### src/rtl/lsu.sv
// lsu -- load/store unit between EX and the data-memory bus.
//
// Takes one memory access per instruction from EX, issues it on a req/ack
// bus that may insert any number of wait states, and returns the extended
// load result to writeback. Misaligned or unsupported accesses are flagged
// on mem_fault and never reach the bus.
//
// Ports
//   clk, rst                 clock, async active-high reset
//   ex_valid, ex_mem_ena     EX slot valid / instruction touches memory
//   ex_mem_rw                0 = read, 1 = write
//   ex_funct3                000 B, 001 H, 010 W, 100 BU, 101 HU
//   ex_addr, ex_wdata        byte address, store data (low bits)
//   bus_req/we/addr/be/wdata registered bus request
//   bus_ack, bus_rdata       bus completion and read word
//   mem_rw_o, mem_rdata_o    direction and load result for writeback
//   busy                     stall request to cpu_ctrl (combinational)
//   mem_fault                faulting access in EX (combinational)
//
// state | meaning
// ------+----------------------------------------------------------
// IDLE  | waiting for an access from EX; accepts it in this cycle
// REQ   | bus_req held with stable bus_*; waits for bus_ack
// DONE  | one-cycle completion slot, EX still holds the finished access
module lsu #(
   parameter int ADDR_W = 32,
   parameter int DATA_W = 32
) (
   input  logic              clk,
   input  logic              rst,
   input  logic              ex_valid,
   input  logic              ex_mem_ena,
   input  logic              ex_mem_rw,
   input  logic [2:0]        ex_funct3,
   input  logic [ADDR_W-1:0] ex_addr,
   input  logic [DATA_W-1:0] ex_wdata,
   output logic              bus_req,
   output logic              bus_we,
   output logic [ADDR_W-1:0] bus_addr,
   output logic [3:0]        bus_be,
   output logic [DATA_W-1:0] bus_wdata,
   input  logic              bus_ack,
   input  logic [DATA_W-1:0] bus_rdata,
   output logic              mem_rw_o,
   output logic [DATA_W-1:0] mem_rdata_o,
   output logic              busy,
   output logic              mem_fault
);

   localparam logic MEM_READ = 1'b0;

   typedef enum logic [1:0] {
      S_IDLE,
      S_REQ,
      S_DONE
   } state_t;

   state_t              state_q;
   logic                bus_req_q;
   logic                bus_we_q;
   logic [ADDR_W-1:0]   bus_addr_q;
   logic [3:0]          bus_be_q;
   logic [DATA_W-1:0]   bus_wdata_q;
   logic [2:0]          funct3_q;
   logic [1:0]          off_q;
   logic                mem_rw_q;
   logic [DATA_W-1:0]   mem_rdata_q;

   logic                req_hit;
   logic                fault_c;
   logic                accept;
   logic [3:0]          be_d;
   logic [DATA_W-1:0]   wdata_d;
   logic [DATA_W-1:0]   rdata_d;
   logic [7:0]          byte_sel;
   logic [15:0]         half_sel;

   assign req_hit = ex_valid & ex_mem_ena;

   // Unsigned variants exist only for loads; reserved encodings always fault.
   always_comb begin
      fault_c = 1'b0;
      unique case (ex_funct3)
         3'b000:  fault_c = 1'b0;
         3'b001:  fault_c = ex_addr[0];
         3'b010:  fault_c = |ex_addr[1:0];
         3'b100:  fault_c = ex_mem_rw;
         3'b101:  fault_c = ex_mem_rw | ex_addr[0];
         default: fault_c = 1'b1;
      endcase
   end

   assign accept    = (state_q == S_IDLE) & req_hit & ~fault_c;
   assign mem_fault = (state_q == S_IDLE) & req_hit & fault_c;
   assign busy      = accept | (state_q == S_REQ);

   always_comb begin
      be_d    = 4'b1111;
      wdata_d = ex_wdata;
      unique case (ex_funct3[1:0])
         2'b00: begin
            be_d    = 4'b0001 << ex_addr[1:0];
            wdata_d = {4{ex_wdata[7:0]}};
         end
         2'b01: begin
            be_d    = ex_addr[1] ? 4'b1100 : 4'b0011;
            wdata_d = {2{ex_wdata[15:0]}};
         end
         default: begin
            be_d    = 4'b1111;
            wdata_d = ex_wdata;
         end
      endcase
   end

   // Lane selection uses the offset latched at acceptance, not the live EX
   // address, so the result is independent of what EX does during REQ.
   assign byte_sel = bus_rdata[{off_q, 3'b000} +: 8];
   assign half_sel = off_q[1] ? bus_rdata[31:16] : bus_rdata[15:0];

   always_comb begin
      rdata_d = bus_rdata;
      unique case (funct3_q[1:0])
         2'b00:   rdata_d = {{(DATA_W-8){~funct3_q[2] & byte_sel[7]}}, byte_sel};
         2'b01:   rdata_d = {{(DATA_W-16){~funct3_q[2] & half_sel[15]}}, half_sel};
         default: rdata_d = bus_rdata;
      endcase
   end

   always_ff @(posedge clk or posedge rst) begin
      if (rst) begin
         state_q     <= S_IDLE;
         bus_req_q   <= 1'b0;
         bus_we_q    <= 1'b0;
         bus_addr_q  <= '0;
         bus_be_q    <= 4'b0000;
         bus_wdata_q <= '0;
         funct3_q    <= 3'b000;
         off_q       <= 2'b00;
         mem_rw_q    <= MEM_READ;
         mem_rdata_q <= '0;
      end else begin
         unique case (state_q)
            S_IDLE: begin
               if (accept) begin
                  state_q     <= S_REQ;
                  bus_req_q   <= 1'b1;
                  bus_we_q    <= ex_mem_rw;
                  bus_addr_q  <= {ex_addr[ADDR_W-1:2], 2'b00};
                  bus_be_q    <= be_d;
                  bus_wdata_q <= wdata_d;
                  funct3_q    <= ex_funct3;
                  off_q       <= ex_addr[1:0];
                  mem_rw_q    <= ex_mem_rw;
               end
            end
            S_REQ: begin
               if (bus_ack) begin
                  state_q   <= S_DONE;
                  bus_req_q <= 1'b0;
                  if (!bus_we_q) begin
                     mem_rdata_q <= rdata_d;
                  end
               end
            end
            S_DONE: begin
               state_q <= S_IDLE;
            end
            default: begin
               state_q <= S_IDLE;
            end
         endcase
      end
   end

   assign bus_req     = bus_req_q;
   assign bus_we      = bus_we_q;
   assign bus_addr    = bus_addr_q;
   assign bus_be      = bus_be_q;
   assign bus_wdata   = bus_wdata_q;
   assign mem_rw_o    = mem_rw_q;
   assign mem_rdata_o = mem_rdata_q;

endmodule

### config.mk
export PLATFORM = sky130hd
export DESIGN_NAME = lsu
export DESIGN_NICKNAME = d
export VERILOG_FILES = /design/src/rtl/lsu.sv
export SDC_FILE = /design/constraint.sdc
export NUM_CORES = 1
export LEC_CHECK = 0
export CORE_MARGIN = 2
export CORE_UTILIZATION = 35
export CTS_CLUSTER_DIAMETER = 100
export CTS_CLUSTER_SIZE = 24
export DETAILED_ROUTE_END_ITERATION = 7
export GPL_TIMING_DRIVEN = 0
export PLACE_DENSITY_LB_ADDON = 0.15
export SLEW_MARGIN = 20
export SYNTH_ARGS = -nofsm -noshare
export SYNTH_HDL_FRONTEND = slang
export SYNTH_SLANG_ARGS = --single-unit
### constraint.sdc
create_clock -name clk -period 4.9 [get_ports clk]
set_clock_uncertainty 0.05 [all_clocks]
set_input_delay 0.98 -clock clk [delete_from_list [all_inputs] [get_ports clk]]
set_output_delay 0.98 -clock clk [all_outputs]
set_load 0.01 [all_outputs]
# After elaboration in Yosys (flattened, before gate mapping)
# Index checks and enable logic that the tools add are counted.
# op_classes
bitwise,11
muxes,12
eq_ne,9
reduce_logical,10
shifts,2
# ops
op,count
$pmux 32 s2,2
$shiftx 32x6->8,1
$mux 16,1
$pmux 4 s2,1
$and 1x1->1,6
$eq 2x1->1 const B,3
$eq 3x3->1 const B,2
$logic_not 2->1,3
$reduce_and 3->1,2
$pmux 1 s5,1
$mux 2,2
$mux 4,1
$ne 2x2->1 const B,2
$pmux 2 s2,1
$reduce_and 2->1,2
$shl 1x2->4 const A,1
$eq 3x1->1 const B,1
$eq 3x2->1 const B,1
$logic_not 3->1,1
$not 1->1,3
$mux 1,2
$or 1x1->1,2
$pmux 1 s2,1
$reduce_bool 2->1,1
$reduce_or 2->1,1
# totals
reg_bits,107
elab_cells,53

# Depth between registers and ports, before layout
# Gate-level depths: netlist of the first run.
# depth
ltp_word,6
mapped_depth,6
ltp_nobuf,4

# Worst setup path after synthesis of the first run
# OpenSTA, ideal clock, no wires.
# synth_timing
path_type,input -> output
start,input ex_addr[0]
end,output busy
path_slack_ps,1813
path_stages,5
t_arrival_ps,2057
cell_sequence,a221oi_1 > o2111ai_1 > buf_2 > clkbuf_1 > nand2_1
# synth_via
elab_chain_cells,5
# synth_rtl
element,line,text
"start, declared",35,"input logic [ADDR_W-1:0] ex_addr,"
$or 1x1->1 or $reduce_or 2->1 (tied branches),"88, 86",
$pmux 1 s5 (*),83,unique case (ex_funct3)
$not 1->1 (*),93,assign accept = (state_q == S_IDLE) & req_hit & ~fault_c;
$and 1x1->1 (*),93,
$or 1x1->1 (*),95,assign busy = accept | (state_q == S_REQ);
"end, declared",46,"output logic busy,"
# Every way passes the cells marked *; elsewhere a longest branch is shown, timed or not.

# Worst setup path after layout of the first run
# layout_timing
start,input ex_funct3[2]
end,output busy
# layout_via
elab_chain_cells,5
# layout_rtl
element,line,text
"start, declared",34,"input logic [2:0] ex_funct3,"
"$eq 3x3->1, or another cell as far along",83,
$pmux 1 s5 (*),83,
$not 1->1 (*),93,
$and 1x1->1 (*),93,
$or 1x1->1 (*),95,
# Marks and branches as above.

==> impl_metrics.ini, run 1 <==
[drt]
firstDrtPassIters = 5
post-route-drc-count = 0
drtAntennaViolNets = 0
drt-vias-per-instance = 5.18
wl_mm = 15.1
vias = 4467
wire_per_inst_um = 17.5
drt_iter0_drc = 271

[floorplanning]
dieArea_um2 = 15200
start_util = 0.359
die_w_um = 123
io_pins = 210
core_um2 = 13900
rows = 43
die_h_um = 123

[clocking]
cts_buffers = 9
cts.sinks = 107
cts-resized-gates = 0
postCtsHoldBufs = 0
insertion_delay_ns = 0.35
cts_root_buf = clkbuf_16
htree_levels = 3
clkTransAtPathRegs_ns = 0.07
cts_buffer_depth = 2
cts_tree = done
cts_setup_buffers = 0

[grt]
overflow = 0
grt_pass1_wl_mm = 23.2
grt_max_degree = 61
antenna_found_initial = 0
grt_pass1_vias = 4480
track_usage = 0.199

[critical_path]
reg2reg_to = mem_rdata_o[25]
crit_slowest_cell = clkdlybuf4s50_1
required_ns = 3.87
worst-setup-path-type = in -> out
max_stage_delay_ns = 0.55
reg2reg_depth = 5
regToRegStartpoint = funct3_q[1]
rrSetupSlack_ns = 2.78
cpMostUsedCell = clkdlybuf4s50_1
crit_end = busy
worst-path-buf-inv = 4
critical_path_depth = 7
arrival_ns = 3.43
cp-end-kind = output pin
crit_fanout = 10
crit_family = buffers and inverters
crit_path_cell_trace = clkdlybuf4s50_1 -> a221oi_1 -> o2111ai_1 -> buf_2 -> clkbuf_1 -> nand2_1 -> clkdlybuf4s50_1
startpoint = ex_funct3[2]
startpoint_type = input port

[timing]
worst_pin_slew_ns = 0.907
maxClockFrequency_ghz = 0.224
final.period_utilization = 0.909
post-route-min-period_ns = 4.46
slew_viol_final = 0
hold_ws_ns = 0.433
tns_ns = 0
hold_violations = 0
rsz0062_at_grt = false
max_slew_margin = 0.393
setup_viol = 0
worst_slack_ns = 0.445

[placement]
gp_congestion = 0.897
placed_cells = 848
port_buffers = 207
dp_hpwl_mm = 11.4
dpl_worst_slack_ns = 0.380

[pwr]
pwr_density_cell_nw_per_um2 = 466
power_mw = 3.55
leakagePower_nw = 3.26
irDropWorstVdd_v = 0.000234

[yosys]
ys.warnings.count = 0
ys_seq_area_frac = 0.538
synthesis.area_um2 = 4980
ys_types = 40
avgSynthCellArea_um2 = 10.8
synth-edff-count = 0
yosys_register_bits = 107
synthFlopType = dfrtp_1
synth_cells = 459
synthArstFlopShare = 1.00

[min_path]
hold_class = reg -> reg

[outcome]
status = finished clean

[finish]
drive_above_1_share = 0.0791
fin_cells = 863
num-fill-cells = 1252
nets = 784
areaGrowthSynthToFinish_pct = 52.9
num_antenna_cells = 0

[run]
maxCapViolCount = 0
==> per-stage QoR <==
stage / instance area [um2] / utilization
detailed placement: 7310 / 0.527
global route: 7610 / 0.548
finish: 7610 / 0.548
global placement: 7280 / 0.524
CTS: 7610 / 0.548
floorplan: 4980 / -
==> registers in the layout, summed over array words and instances, names as in the netlist <==
signal / cells
bus_wdata: 32
mem_rdata_o: 32
bus_addr: 30
bus_be: 4
funct3_q: 3
off_q: 2
state_q: 2
bus_req: 1
mem_rw_o: 1
==> layout make-up <==
type	count	area [um2]	share of cell area
tap	180	225	0.0296
clock inverter	4	48.8	0.00641
clock buffer	11	253	0.0332
timing repair buffer	208	2100	0.276
inverter	5	23.8	0.00312
sequential	107	2680	0.352
multi-input combinational	312	2100	0.276
buffer	36	181	0.0238
==> cells in the mapped netlist (8+ instances only) <==
| library cell | instances | share of area |
|---|---|---|
| dfrtp_1 | 107 | 0.54 |
| nand3_2 | 10 | 0.020 |
| mux2_1 | 45 | 0.10 |
| nor2_1 | 17 | 0.013 |
| or3_1 | 8 | 0.010 |
| mux2i_1 | 27 | 0.054 |
| clkbuf_1 | 19 | 0.014 |
| a21oi_1 | 15 | 0.015 |
| o21ai_1 | 30 | 0.030 |
| nand2_1 | 71 | 0.054 |
| nor3_1 | 9 | 0.0090 |
| nand3_1 | 24 | 0.024 |
==> power breakdown <==
part	switching, mW	internal [mW]	total [mW]
sequential	0.184	1.19	1.38
clock	0.324	0.422	0.746
combinational	0.594	0.830	1.42
==> cells in the final DEF (no fill, tap or decap), drive strengths merged, types with 7 or more instances in the layout <==
master / instances
mux2: 50
dfrtp: 107
or3: 8
nand3: 34
nor2: 17
clkbuf: 30
nor3b: 7
nand2: 71
o21ai: 30
a211oi: 7
a21oi: 15
mux2i: 27
buf: 18
clkdlybuf4s50: 207
nor3: 9
==> cell families after synthesis <==
group / share of synthesized area
multiplexers: 0.167
AND/OR/NAND/NOR: 0.162
AO/OA/AOI/OAI: 0.0915
buffers and inverters: 0.0402
other: 0.000753
flip-flops: 0.538
==> worst register-to-register path, cell delays in order (launching register included) <==
cell	delay, ns
dfrtp_1	0.47
clkbuf_1	0.38
clkbuf_1	0.42
clkbuf_1	0.41
nand3_1	0.21
nand3_2	0.11
==> per-layer routing <==
layer / GRT usage / vias up / part of all wire
li1: - / 2057 / -
met1: 0.251 / 2184 / 0.41
met2: 0.318 / 203 / 0.47
met3: 0.0701 / 23 / 0.10
met4: 0.0653 / 0 / 0.017
met5: 0 / - / 0
==> how the worst min path moves through the flow <==
stage,from,end,slack (ns),cells past startpoint
global placement,bus_req,bus_req,0.42,2
detailed placement,bus_req,bus_req,0.42,2
finish,bus_req,bus_req,0.43,2
floorplan,bus_req,bus_req,0.46,2
CTS,bus_req,bus_req,0.44,2
global route,bus_addr[15],bus_addr[15],0.45,1
Note: power is estimated with default switching activity, not from simulation.
==> run 2: changes to the inputs <==
--- a/config.mk
+++ b/config.mk
@@ -5,7 +5,7 @@
 export SDC_FILE = /design/constraint.sdc
 export NUM_CORES = 1
 export LEC_CHECK = 0
-export CORE_MARGIN = 2
+export CORE_MARGIN = 4
 export CORE_UTILIZATION = 35
 export CTS_CLUSTER_DIAMETER = 100
 export CTS_CLUSTER_SIZE = 24
==> run 2 against run 1 <==
  * Sequential share of layout area grew 0.15 points
  * First-iteration DRC count grew 4.1%
  * Non-clock buffer count is the same
  * Maximum frequency shrank 0.28%
  * Global-route usage is essentially flat
  * Cell area shrank 0.41%
  * Cell count grew 0.12%
  * Power shrank 1.7%
  * Largest power group unchanged
==> impl_metrics.ini, run 2 (synthesized netlist as in run 1, its figures left out) <==
[placement]
dp_hpwl_mm = 12.0
gp_congestion = 0.886
dpl_worst_slack_ns = 0.412
port_buffers = 207

[drt]
drtAntennaViolNets = 0
drt-vias-per-instance = 5.17
wl_mm = 15.8
post-route-drc-count = 0
wire_per_inst_um = 18.3
drt_iter0_drc = 282
vias = 4464
firstDrtPassIters = 4

[min_path]
min_delay_path_depth = 2
hold_class = reg -> reg

[finish]
drive_above_1_share = 0.0804
nets = 784
final_cell_mix = clkdlybuf4s50_1 (207), dfrtp_1 (107), nand2_1 (71)
num-fill-cells = 1259
layout_commonest_cell = clkdlybuf4s50_1
utilization = 0.546
num_antenna_cells = 0
areaGrowthSynthToFinish_pct = 52.3

[outcome]
status = finished clean

[clocking]
cts_tree = done
cts_buffer_depth = 2
cts-resized-gates = 0
htree_levels = 3
postCtsHoldBufs = 0
cts_buffers = 9
cts.sinks = 107
cts_root_buf = clkbuf_16
clkTransAtPathRegs_ns = 0.07
insertion_delay_ns = 0.35
cts_setup_buffers = 0

[timing]
rsz0062_at_grt = false
post-route-min-period_ns = 4.47
setup_viol = 0
worst_slack_ns = 0.432
max_slew_margin = 0.386
hold_ws_ns = 0.436
maxClockFrequency_ghz = 0.224
worst_pin_slew_ns = 0.918
slew_viol_final = 0
final.period_utilization = 0.912
hold_violations = 0

[pwr]
leakagePower_nw = 3.24
power_mw = 3.49
irDropWorstVdd_v = 0.000198
pwr_density_cell_nw_per_um2 = 460

[floorplanning]
rows = 43
dieArea_um2 = 16200
io_pins = 210
core_um2 = 13900
die_h_um = 127
start_util = 0.359
die_w_um = 127

[run]
maxCapViolCount = 0

[critical_path]
crit_path_cell_trace = clkdlybuf4s50_1 -> a221oi_1 -> o2111ai_1 -> buf_2 -> clkbuf_1 -> nand2_1 -> clkdlybuf4s50_1
startpoint_type = input port
crit_slowest_cell = clkdlybuf4s50_1
crit_fanout = 10
critical_path_depth = 7
required_ns = 3.87
arrival_ns = 3.44
max_stage_delay_ns = 0.55
reg2reg_depth = 6
cp-end-kind = output pin
cpMostUsedCell = clkdlybuf4s50_1
crit_family = buffers and inverters
worst-setup-path-type = in -> out
worst-path-buf-inv = 4

[grt]
track_usage = 0.199
overflow = 0
grt_pass1_vias = 4826
antenna_found_initial = 0
grt_pass1_wl_mm = 25.3
grt_max_degree = 67
-- run 2: cell count changes in the layout (fill, tap and decap cells not counted), sizes merged --
cell      change
bufinv        -1
inv           -1
clkbuf        -2
clkinv        +4
clkinvlp      +1
-- run 2: stage by stage --
step                cell area [um2]  setup TNS, ns  cells
floorplan                      4980              0    460
global placement               7280         -67.57    847
detailed placement             7310              0    848
CTS                            7580              0    864
global route                   7580              0    864
finish                         7580              0    864
-- run 2: path summary, 6_finish.rpt --
kind | from | to | slack, ns
max in group asynchronous | rst | bus_wdata[16] | 3.17
worst min-delay path | bus_wdata[18] | bus_wdata[18] | 0.44
worst min register to register | bus_wdata[18] | bus_wdata[18] | 0.44
min in group asynchronous | rst | mem_rdata_o[16] | 0.96
worst max register to register | mem_rw_o | mem_rdata_o[22] | 2.76
worst max-delay path | ex_addr[0] | busy | 0.43
-- run 2: power by group --
group,internal (mW),total (mW),switching (mW)
Clock,0.343,0.677,0.333
Combinational,0.830,1.43,0.602
Sequential,1.19,1.38,0.187
Total,2.37,3.49,1.12
-- run 2: final cells by class --
type	instances	area [um2]	share of cell area
Clock buffer	9	225	0.0297
Multi-Input combinational cell	312	2100	0.278
Clock inverter	7	45.0	0.00594
Tap cell	180	225	0.0297
Inverter	5	23.8	0.00314
Sequential cell	107	2680	0.353
Timing Repair Buffer	208	2100	0.277
Buffer	36	181	0.0239
-- run 2: per-layer routing --
| metal | wire [um] | track usage |
|---|---|---|
| met2 | 7620 | 0.328 |
| met1 | 6130 | 0.239 |
| met5 | 0 | 0 |
| met3 | 1740 | 0.0748 |
| met4 | 361 | 0.0732 |
-- run 2: worst reg2reg max path, stage by stage, from the launching register on --
cell and delay (ns):
dfrtp_1 0.45, and4bb_1 0.29, buf_2 0.22, nand2b_1 0.24
a311o_1 0.54, buf_6 0.22, nand3_2 0.07
